--- config.mk ---
export PLATFORM = sky130hd
export DESIGN_NAME = hex_seg_driver_flat
export DESIGN_NICKNAME = d
export VERILOG_FILES = /design/src/rtl/seg_pkg.sv /design/src/rtl/hex_seg_driver_if.sv /design/src/rtl/hex7_decode.sv /design/src/rtl/hex_seg_driver.sv /design/src/flat_wrapper.sv
export SDC_FILE = /design/constraint.sdc
export NUM_CORES = 1
export LEC_CHECK = 0
export CORE_MARGIN = 5
export CORE_UTILIZATION = 45
export DETAILED_ROUTE_END_ITERATION = 7
export PLACE_DENSITY_LB_ADDON = 0.3
export REMOVE_ABC_BUFFERS = 1
export SLEW_MARGIN = 10
export SYNTH_ARGS = -nofsm -noshare
export SYNTH_HDL_FRONTEND = slang
export SYNTH_HIERARCHICAL = 1
export SYNTH_SLANG_ARGS = --single-unit
export TNS_END_PERCENT = 100
--- constraint.sdc ---
create_clock -name clk -period 2.1 [get_ports clk]
set_input_delay 0.63 -clock clk [delete_from_list [all_inputs] [get_ports clk]]
set_output_delay 0.63 -clock clk [all_outputs]
set_load 0.01 [all_outputs]
--- src/rtl/seg_pkg.sv ---
// seg_pkg: segment bit positions, hex-to-segment table and handshake state type
package seg_pkg;
    localparam int SEG_A  = 7;
    localparam int SEG_B  = 6;
    localparam int SEG_C  = 5;
    localparam int SEG_D  = 4;
    localparam int SEG_E  = 3;
    localparam int SEG_F  = 2;
    localparam int SEG_G  = 1;
    localparam int SEG_DP = 0;
    localparam logic [7:0] HEX_SEG [16] = '{
        8'hFC, 8'h60, 8'hDA, 8'hF2, 8'h66, 8'hB6, 8'hBE, 8'hE0,
        8'hFE, 8'hF6, 8'hEE, 8'h3E, 8'h9C, 8'h7A, 8'h9E, 8'h8E
    };
    typedef enum logic {IDLE, PENDING} state_t;
endpackage

--- src/rtl/hex_seg_driver_if.sv ---
// hex_seg_driver_if: producer-to-display word handshake
interface hex_seg_driver_if;
    logic        in_valid;
    logic        in_ready;
    logic [31:0] in_value;
    logic [7:0]  in_dp;
    logic [7:0]  in_blink;
    logic        in_blank_lz;
    modport master(output in_valid, in_value, in_dp, in_blink, in_blank_lz, input in_ready);
    modport slave(input in_valid, in_value, in_dp, in_blink, in_blank_lz, output in_ready);
endinterface

--- src/rtl/hex7_decode.sv ---
// hex7_decode: one digit's lit segment pattern from nibble, dp and dark
module hex7_decode
    import seg_pkg::*;
(
    input  logic [3:0] nib,
    input  logic       dp,
    input  logic       dark,
    output logic [7:0] lit
);
    always_comb begin
        lit = dark ? 8'h00 : HEX_SEG[nib];
        lit[SEG_DP] = lit[SEG_DP] | dp;
    end
endmodule

--- src/rtl/hex_seg_driver.sv ---
// hex_seg_driver: double-buffered 8-digit hex display with blink and leading-zero blanking
module hex_seg_driver
    import seg_pkg::*;
#(
    parameter int unsigned CLK_NUM      = 5000000,
    parameter int unsigned BLINK_FRAMES = 4
) (
    input  logic             clk,
    input  logic             rst,
    hex_seg_driver_if.slave  bus,
    output logic [7:0]       o_seg0,
    output logic [7:0]       o_seg1,
    output logic [7:0]       o_seg2,
    output logic [7:0]       o_seg3,
    output logic [7:0]       o_seg4,
    output logic [7:0]       o_seg5,
    output logic [7:0]       o_seg6,
    output logic [7:0]       o_seg7,
    output logic             frame_tick
);
    logic [31:0] count, bcnt, sh_value, act_value;
    logic [7:0]  sh_dp, sh_blink, act_dp, act_blink;
    logic        sh_blz, act_blz, blink_phase, accept, commit;
    state_t      state, state_nx;
    logic [7:0]  lit [8];
    logic [7:0]  seg_q [8];
    assign frame_tick = count == CLK_NUM;
    assign bus.in_ready = state == IDLE;
    assign accept = state == IDLE && bus.in_valid;
    assign commit = state == PENDING && frame_tick;
    always_ff @(posedge clk)
        count <= (rst || frame_tick) ? 32'd0 : count + 32'd1;
    always_ff @(posedge clk)
        state <= rst ? IDLE : state_nx;
    always_comb begin
        state_nx = state;
        state_nx = (state == IDLE) ? (bus.in_valid ? PENDING : IDLE) : (frame_tick ? IDLE : PENDING);
    end
    // A word accepted in a tick cycle only reaches the shadow; commit needs PENDING.
    always_ff @(posedge clk) begin
        if (rst) begin
            {sh_value, sh_dp, sh_blink, sh_blz} <= '0;
            {act_value, act_dp, act_blink, act_blz} <= '0;
        end else begin
            if (accept)
                {sh_value, sh_dp, sh_blink, sh_blz} <= {bus.in_value, bus.in_dp, bus.in_blink, bus.in_blank_lz};
            if (commit)
                {act_value, act_dp, act_blink, act_blz} <= {sh_value, sh_dp, sh_blink, sh_blz};
        end
    end
    always_ff @(posedge clk) begin
        if (rst) begin
            bcnt <= 32'd0;
            blink_phase <= 1'b0;
        end else if (frame_tick) begin
            bcnt <= (bcnt == BLINK_FRAMES - 1) ? 32'd0 : bcnt + 32'd1;
            blink_phase <= (bcnt == BLINK_FRAMES - 1) ? ~blink_phase : blink_phase;
        end
    end
    // Blink darkens the whole digit; a leading-zero blank keeps its dp.
    for (genvar i = 0; i < 8; i++) begin : g_dig
        logic bdark, zdark;
        assign bdark = blink_phase & act_blink[i];
        assign zdark = (i != 0) && act_blz && ((act_value >> (4 * i)) == 32'd0);
        hex7_decode u_dec (
            .nib (act_value[4*i +: 4]),
            .dp  (act_dp[i] & ~bdark),
            .dark(bdark | zdark),
            .lit (lit[i])
        );
    end
    always_ff @(posedge clk)
        for (int k = 0; k < 8; k++)
            seg_q[k] <= rst ? 8'h03 : ~lit[k];
    assign {o_seg7, o_seg6, o_seg5, o_seg4} = {seg_q[7], seg_q[6], seg_q[5], seg_q[4]};
    assign {o_seg3, o_seg2, o_seg1, o_seg0} = {seg_q[3], seg_q[2], seg_q[1], seg_q[0]};
endmodule

--- src/flat_wrapper.sv ---
// flat-port wrapper written by rule: the top's interface ports become plain ports
module hex_seg_driver_flat import seg_pkg::*;
#(
    parameter int unsigned CLK_NUM      = 5000000,
    parameter int unsigned BLINK_FRAMES = 4
)
  (clk, rst, o_seg0, o_seg1, o_seg2, o_seg3, o_seg4, o_seg5, o_seg6, o_seg7, frame_tick, bus_in_valid, bus_in_value, bus_in_dp, bus_in_blink, bus_in_blank_lz, bus_in_ready);
  hex_seg_driver_if bus_i ();
  input  logic clk;
  input  logic rst;
  output logic [7:0] o_seg0;
  output logic [7:0] o_seg1;
  output logic [7:0] o_seg2;
  output logic [7:0] o_seg3;
  output logic [7:0] o_seg4;
  output logic [7:0] o_seg5;
  output logic [7:0] o_seg6;
  output logic [7:0] o_seg7;
  output logic frame_tick;
  input wire logic [$bits(bus_i.in_valid)-1:0] bus_in_valid;
  input wire logic [$bits(bus_i.in_value)-1:0] bus_in_value;
  input wire logic [$bits(bus_i.in_dp)-1:0] bus_in_dp;
  input wire logic [$bits(bus_i.in_blink)-1:0] bus_in_blink;
  input wire logic [$bits(bus_i.in_blank_lz)-1:0] bus_in_blank_lz;
  output wire logic [$bits(bus_i.in_ready)-1:0] bus_in_ready;
  assign bus_i.in_valid = bus_in_valid;
  assign bus_i.in_value = bus_in_value;
  assign bus_i.in_dp = bus_in_dp;
  assign bus_i.in_blink = bus_in_blink;
  assign bus_i.in_blank_lz = bus_in_blank_lz;
  assign bus_in_ready = bus_i.in_ready;
  hex_seg_driver #(.CLK_NUM(CLK_NUM), .BLINK_FRAMES(BLINK_FRAMES)) u_core (.clk(clk), .rst(rst), .bus(bus_i), .o_seg0(o_seg0), .o_seg1(o_seg1), .o_seg2(o_seg2), .o_seg3(o_seg3), .o_seg4(o_seg4), .o_seg5(o_seg5), .o_seg6(o_seg6), .o_seg7(o_seg7), .frame_tick(frame_tick));
endmodule
======== Word-level counts from Yosys, hierarchy flattened ========
Memory sizes are Yosys's and may differ from the RTL's.
Cells that the tools add are included.
word-level totals
  memory bits (writable) .................. 64
  flip-flop bits (word level) ............. 164
  word-level logic and storage cells ...... 144
  memory bits (read-only) ................. 1024
  output and inout port bits .............. 66
  bits of input ports ..................... 52
  memories ................................ 9
cells by class
  reduce and logical (&&, ||, !) cells .... 18
  bitwise logic cells ..................... 57
  equal/unequal tests ..................... 2
  muxes and demuxes ....................... 36
  add/sub/neg operators ................... 2
  $lt $le $gt $ge ......................... 8
memories
  memory           depth  bits a word  read ports  clocked after Yosys merged registers in  write ports  RTL line           RTL
  (no name shown)  16     8            1           0                                        0            hex7_decode.sv:11  lit = dark ? 8'h00 : HEX_SEG[nib];
  (no name shown)  16     8            1           0                                        0            hex7_decode.sv:11
  (no name shown)  16     8            1           0                                        0            hex7_decode.sv:11
  (no name shown)  16     8            1           0                                        0            hex7_decode.sv:11
  (no name shown)  16     8            1           0                                        0            hex7_decode.sv:11
  (no name shown)  16     8            1           0                                        0            hex7_decode.sv:11
  3 more memories  --     --           --          --                                       --           --
operators by type and width
  operator                                          number
  two-way mux 8 bit                                 32
  zero test 32 bit                                  7
  adder 32 x 1 -> 32 bit (second input constant)    2
  NOT 8 bit                                         8
  >= comparator 5 bit (second input constant)       8
  NOT 4 -> 5 bit                                    8
  == test 32 x 2 -> 1 bit (second input constant)   1
  == test 32 x 23 -> 1 bit (second input constant)  1
  two-way mux 32 bit                                1
  bitwise AND 1 bit                                 16
  OR 1 bit                                          15
  NOT 1 bit                                         10
  logical AND 1 bit                                 9
  two-way mux 1 bit                                 3
  AND reduction 2 bit                               1
  logical OR 1 bit                                  1

======== Depth between registers and ports, before layout ========
Gate-level depths: netlist of run 1.
  depth after elaboration ................. 8
  gate-level depth with buffers ........... 9

======== Cells and area by module ========
The synthesis of run 1 kept the hierarchy.
by module, submodules not included
  module                                   instances  cells each  seq. area each (um2)  area an instance (um2)
  hex_seg_driver                           1          981         4564.4                8334.2
  hex7_decode (u_core.g_dig[3].u_dec ...)  5          37          0.0                   281.5
  hex7_decode (u_core.g_dig[0].u_dec ...)  2          36          0.0                   271.5
  hex7_decode (u_core.g_dig[2].u_dec)      1          34          0.0                   271.5

======== Worst setup path before layout of run 1 ========
Ideal clock, no wire load.
  kind .................................... reg2reg
  start ................................... register u_core.count[22]
  end ..................................... register u_core.bcnt[31]
  slack ................................... -0.183 ns
  data required time ...................... 2.030 ns
  arrival ................................. 2.213 ns
  setup time .............................. 0.070 ns
  period minus slack after synthesis ...... 2.283 ns
  stages on the path, launching flop included .. 8
  cell sequence ........................... dfxtp_1 > buf_4 > or4b_1 > nand4bb_1 > buf_2 > or4_4 > or3_1 > a21oi_1
on the way
  word-level cells in the longest chain between the ends .. 1
ends and longest elaborated chain
  what                      RTL line              RTL
  start: declaration        hex_seg_driver.sv:21  logic [31:0] count, bcnt, sh_value, act_value;
  start signal: assignment  hex_seg_driver.sv:32  count <= (rst || frame_tick) ? 32'd0 : count + 32'd1;
  == test 32 x 23 -> 1 bit  hex_seg_driver.sv:27  assign frame_tick = count == CLK_NUM;
  end signal: assignment    hex_seg_driver.sv:56  bcnt <= (bcnt == BLINK_FRAMES - 1) ? 32'd0 : bcnt + 32'd1;
  end: declaration          hex_seg_driver.sv:21
No other way between the ends.
A chain may end at the register's enable or synchronous reset.

======== Final worst setup path of run 1 ========
  start ................................... register u_core.count[24]
  end ..................................... output frame_tick
on the way
  word-level cells in the longest chain between the ends .. 1
ends and longest elaborated chain
  what                      RTL line              RTL
  == test 32 x 23 -> 1 bit  hex_seg_driver.sv:27
  end: declaration          flat_wrapper.sv:19    output logic frame_tick;
No other way between the ends.

==> impl_metrics.json, run 1 <==
{
  "cts_hold_buf": 0,
  "cts_tree": "done",
  "m1WireLength_um": 11600,
  "finalNetCount": 1550,
  "synth_seq_cells": 228,
  "fin_crit_sh_pct": 120,
  "synth_xor_area_share_pct": 4.56,
  "crit_required_ns": 1.47,
  "cts_buffers": 26,
  "setup_tns_ns": -25.50,
  "top_layer_used": "met5",
  "dr.first_iter.drc_count": 471,
  "instances_no_fill": 1784,
  "setup_viol": 116,
  "grt_util_all_layers_pct": 18.3,
  "pre_cts_ws_ns": -0.380,
  "synth_top_family_by_area": "simple AND/OR/NAND/NOR gates",
  "synth.distinct_cells": 55,
  "drcViolationCount": 0,
  "wl_per_cell_um": 14.3,
  "final_util_pct": 59.8,
  "worstSkewPairLatency_ns": 0.52,
  "status": "finished with violations",
  "detail_route.vias_per_cell": 5.16,
  "cts_root_buf": "clkbuf_16",
  "timing.slew.headroom_pct": 65.3,
  "crit_path_top_delay_cell": "or4b_4",
  "met3WireLength_um": 1350,
  "first_global_vias": 8550,
  "path_cells": "or4b_4 > nand4bb_4 > nor2_4 > buf_6",
  "grt_pass1_wl_um": 41500,
  "grt_overflow": 0,
  "clock_sinks": 228,
  "violations": "negative setup slack",
  "final.setup.worst_slack_ns": -0.413,
  "slew_violations": 0,
  "path_class": "reg -> out",
  "gp_congestion": 0.808,
  "r2r_cells": 7,
  "io_buffers": 117,
  "period_minus_slack_ns": 2.51,
  "irDropWorstVdd_v": 0.000620,
  "start_kind": "flop",
  "fmax_mhz": 398,
  "die_w_um": 163,
  "num_vias": 9201,
  "place_inst": 1711,
  "wl_um": 25600,
  "die_y_um": 163,
  "num_rows": 56,
  "regArea_um2": 4570,
  "rsz0062_at_grt": "yes",
  "drv_cap": 0,
  "synth-main-ff-cell": "dfxtp_1",
  "p_per_area_nw_per_um2": 684,
  "cp_num_cells": 4,
  "end_kind": "primary output",
  "critPathMaxStageDelay_ns": 0.54,
  "placed_cell_area_um2": 12400,
  "hpwl_um": 16300,
  "async_reset_ff_share_pct": 0,
  "p_total_mw": 9.53,
  "synthAdderAreaFrac_pct": 6.04,
  "min_path_type": "in -> reg",
  "syn_inst": 1272,
  "fin_worst_skew_ns": 0.00815,
  "htree_num_levels": 1,
  "worstPathArrival_ns": 1.88,
  "ys_seq_area_share_pct": 43.2,
  "synthSimpleGateAreaFrac_pct": 26.3,
  "synth_edf_count": 0,
  "drive_gt1_share_pct": 15.0,
  "num_io_pins": 118,
  "clk_pin_slew_ns": 0.06,
  "leakagePower_nw": 5.10,
  "critPathTopFamily": "simple AND/OR/NAND/NOR gates",
  "dieArea_um2": 26600,
  "grt_max_degree": 99,
  "whs_ns": 0.434,
  "ant_nets": 0,
  "multi_input_area_um2": 5630,
  "max-clock-path-buffers": 3,
  "synth_mux_area_share_pct": 2.76,
  "synth_compound_area_share_pct": 11.7,
  "worst_pin_slew_ns": 0.519,
  "antenna_cells": 0,
  "core_area_um2": 23300,
  "min_path_cells": 2,
  "antenna_found_initial": 1,
  "stdcell_area_um2": 13900,
  "synth_warnings": 6,
  "path_max_fanout": 2,
  "fillers": 2047,
  "dr.pass1.iters": 5,
  "start_util_pct": 45.4,
  "route.met2.wl_um": 11900,
  "syn_to_final_growth_pct": 31.8,
  "avgSynthCellArea_um2": 8.30,
  "hold_viol": 0,
  "synth_area_um2": 10600,
  "path_buf_inv": 1
}
-- metal layers --
| layer | GRT usage (%) | up-vias |
|---|---|---|
| li1 | - | 4686 |
| met1 | 24.6 | 4266 |
| met2 | 30.5 | 194 |
| met3 | 3.15 | 53 |
| met4 | 5.38 | 2 |
| met5 | 0 | - |
-- report_power, final --
group / total, mW / internal [mW] / switching, mW / leakage, nW
sequential: 4.42 / 4.39 / 0.0307 / 1.85
combinational: 0.381 / 0.186 / 0.195 / 2.82
clock: 4.73 / 2.98 / 1.75 / 0.438
-- placed cells by master (no fill, tap or decap), types with 5 or more instances in the layout --
cell             Yosys  layout
o21ai_1              5       5
a211oi_2             5       5
xnor2_1             31      31
a221oi_1            11      11
inv_1               40      40
clkdlybuf4s50_1      0     113
o32ai_1              7       7
nand2b_1            16      16
nor3_1              25      24
o21ai_0             11      11
clkbuf_1            44       7
nand3_1             28      27
clkbuf_16            0      30
nor4_1              32      25
ha_1                51      51
dfxtp_1            228     224
o21ai_2              5       5
mux4_2               8       8
xor2_1              24      24
buf_12               0       7
a21oi_1            114     106
mux2i_1             10      10
and3_1               9       9
a211oi_1            23      23
buf_6                8       7
nor4_2               0       5
a21oi_2              0       8
buf_4                9      92
a31o_1               5       5
nand4_1             30      30
nand2_1            236     234
and2_1               7       7
nor2_1             162     157
and4_1              13      13
and2b_1             10      10
-- cells in the mapped netlist (5+ instances only) --
master,number,area (um^2)
nand2_1,236,886
dfxtp_1,228,4560
nor2_1,162,608
a21oi_1,114,571
ha_1,51,638
clkbuf_1,44,165
inv_1,40,150
nor4_1,32,200
xnor2_1,31,272
nand4_1,30,188
nand3_1,28,140
nor3_1,25,125
xor2_1,24,210
a211oi_1,23,173
nand2b_1,16,100
and4_1,13,114
buf_2,13,65.1
a221oi_1,11,96.3
o21ai_0,11,55.1
and2b_1,10,75.1
mux2i_1,10,100
and3_1,9,56.3
buf_4,9,67.6
buf_6,8,90.1
mux4_2,8,180
and2_1,7,43.8
buf_1,7,26.3
o32ai_1,7,61.3
a211oi_2,5,62.6
a31o_1,5,43.8
nor2b_1,5,31.3
o21ai_1,5,25.0
o21ai_2,5,43.8
or3_1,5,31.3
or4_1,5,37.5
-- state kept, by name (all words and copies together), names as in the netlist --
| signal | flops |
|---|---|
| u_core/bcnt | 32 |
| u_core/act_blz | 1 |
| u_core/sh_blz | 1 |
| u_core/sh_value | 32 |
| u_core/act_value | 32 |
| u_core/count | 32 |
| u_core/state | 1 |
| u_core/blink_phase | 1 |
| u_core/seg_q | 64 |
| u_core/sh_blink | 8 |
| u_core/sh_dp | 8 |
| u_core/act_blink | 8 |
| u_core/act_dp | 8 |
-- worst paths after layout --
| kind | from | to | slack [ns] |
|---|---|---|---|
| hold reg to reg | u_core/sh_value[18] | u_core/act_value[18] | 0.45 |
| setup / recovery | u_core/count[24] | frame_tick | -0.41 |
| setup reg to reg | u_core/count[24] | u_core/bcnt[31] | -0.37 |
| hold / removal | rst | u_core/sh_dp[4] | 0.43 |
-- timing repair --
action,CTS,global route
cloned,5,4
buffers inserted,12,7
endpoints found under the setup margin,85,127
resized for setup,38,25
pin swaps,6,10
-- layout make-up --
cell class	count	share of cell area, %
Sequential cell	228	32.8
Tap cell	319	2.87
Clock inverter	8	1.05
Inverter	40	1.08
Multi-Input combinational cell	921	40.5
Clock buffer	38	5.44
Timing Repair Buffer	230	16.3
-- logic make-up after synthesis --
group / Yosys count
buf+inv: 123
fa+ha+maj: 51
simple gates: 598
compound gates: 198
mux: 19
flops: 228
xor+xnor: 55
(Power assumes the default switching activity.)
==> inputs of run 2 (changes only) <==
- CTS_CLUSTER_SIZE: not set -> 16
==> run 2 against run 1 <==
The flow still finishes with violations (negative setup slack). Register-to-register slack got worse by 0.02 ns. Final cell count hardly changed. First-iteration DRC count down 0.21%. Final area grew 1.1%. Clock power rose by 3%. Largest power group unchanged.
==> impl_metrics.json, run 2 (synthesis gave the netlist of run 1 again) <==
{
  "wl_per_cell_um": 14.4,
  "wl_um": 25700,
  "period_minus_slack_ns": 2.53,
  "largest-register": "u_core/seg_q",
  "drive_gt1_share_pct": 16.9,
  "min_path_type": "in -> reg",
  "m1WireLength_um": 11400,
  "dr.first_iter.drc_count": 470,
  "min_path_cells": 2,
  "grt_max_degree": 99,
  "pre_cts_ws_ns": -0.380,
  "top_layer_used": "met5",
  "irDropWorstVdd_v": 0.000572,
  "crit_required_ns": 1.47,
  "grt_pass1_wl_um": 41500,
  "final_common_cell": "nand2_1",
  "r2r_cells": 7,
  "rsz0062_at_grt": "yes",
  "hold_viol": 0,
  "fin_worst_skew_ns": 0.00895,
  "start_kind": "flop",
  "r2r-start": "u_core/count[24]",
  "violations": "negative setup slack",
  "drcViolationCount": 0,
  "dr.pass1.iters": 5,
  "p_per_area_nw_per_um2": 686,
  "first_global_vias": 8537,
  "setup_tns_ns": -13.80,
  "worstSkewPairLatency_ns": 0.51,
  "grt_overflow": 0,
  "core_area_um2": 23300,
  "regToRegSetupSlack_ns": -0.39,
  "io_buffers": 117,
  "final_cell_mix": "nand2_1 (231), dfxtp_1 (224), nor2_1 (158), clkdlybuf4s50_1 (113)",
  "leakagePower_nw": 5.13,
  "die_y_um": 163,
  "num_rows": 56,
  "antenna_found_initial": 1,
  "cts_buffers": 26,
  "end_kind": "primary output",
  "cp-endpoint": "frame_tick",
  "hpwl_um": 16300,
  "whs_ns": 0.418,
  "worst_pin_slew_ns": 0.577,
  "cts_tree": "done",
  "clock_sinks": 228,
  "slew_violations": 0,
  "gp_congestion": 0.808,
  "htree_num_levels": 1,
  "fin_crit_sh_pct": 121,
  "detail_route.vias_per_cell": 5.17,
  "fmax_mhz": 395,
  "antenna_cells": 0,
  "finalNetCount": 1549,
  "path_max_fanout": 2,
  "start_util_pct": 45.4,
  "timing.slew.headroom_pct": 61.5,
  "largest_reg_flops": 64,
  "met3WireLength_um": 1470,
  "path_class": "reg -> out",
  "syn_to_final_growth_pct": 33.3,
  "rr_endpoint": "u_core/bcnt[31]",
  "route.met2.wl_um": 12100,
  "status": "finished with violations",
  "worstPathArrival_ns": 1.90,
  "max-clock-path-buffers": 3,
  "cp-startpoint": "u_core/count[24]",
  "ant_nets": 0,
  "grt_util_all_layers_pct": 18.3,
  "die_w_um": 163,
  "dieArea_um2": 26600,
  "setup_viol": 83,
  "cts_root_buf": "clkbuf_16",
  "drv_cap": 0,
  "final.setup.worst_slack_ns": -0.431,
  "num_vias": 9227,
  "clk_pin_slew_ns": 0.06,
  "num_io_pins": 118
}
run 2: how the worst min path moves through the flow:
stage,start,end
4_1_cts,rst,u_core/act_blink[5]
3_3_place_gp,u_core/sh_value[1],u_core/act_value[1]
2_1_floorplan,u_core/act_blink[0],u_core/act_blink[0]
3_5_place_dp,u_core/act_dp[1],u_core/act_dp[1]
5_1_grt,rst,u_core/act_dp[4]
6_report,rst,u_core/act_dp[4]
run 2: per-layer routing:
| layer | GRT usage, % | up-vias |
|---|---|---|
| met1 | 24.6 | 4319 |
| met5 | 0 | - |
| met2 | 30.3 | 186 |
| li1 | - | 4677 |
| met4 | 5.30 | 2 |
| met3 | 3.10 | 43 |
run 2: area by class of cell:
cell class              instances  area (um^2)
fillers                      2021         9190
multi-input cells             921         5760
flip-flops and latches        228         4570
repair buffers                229         2260
clock buffers                  37          753
well taps                     319          399
clock inverters                 9          173
inverters                      40          150
run 2: what timing repair did:
action,4_1_cts,5_1_grt
hold buffers,0,0
pin swaps,10,9
resized for setup,37,63
endpoints found under the setup margin,85,130
cloned,5,3
buffers inserted,14,8
endpoints found under the hold margin,0,0
run 2: worst max-delay path, cell delays in order (launching register included):
cell	delay (ns)
dfxtp_1	0.32
or4b_4	0.54
nand4bb_4	0.24
nor2_4	0.14
buf_2	0.15
run 2: metrics by stage:
step	cell area (um^2)	util, %	std cells	power (mW)
floorplan	10100	-	1189	4.62
global placement	12400	53.5	1711	4.86
detailed placement	12400	53.5	1711	4.86
CTS	13700	59.0	1776	9.74
global route	14100	60.5	1783	9.99
finish	14100	60.5	1783	9.65
run 2: where the power goes:
part / total [mW] / internal [mW] / switching (mW) / leakage (nW)
registers: 4.42 / 4.39 / 0.0315 / 1.85
clock network: 4.85 / 3.09 / 1.76 / 0.451
logic: 0.385 / 0.187 / 0.199 / 2.83
total: 9.65 / 7.66 / 1.99 / 5.13
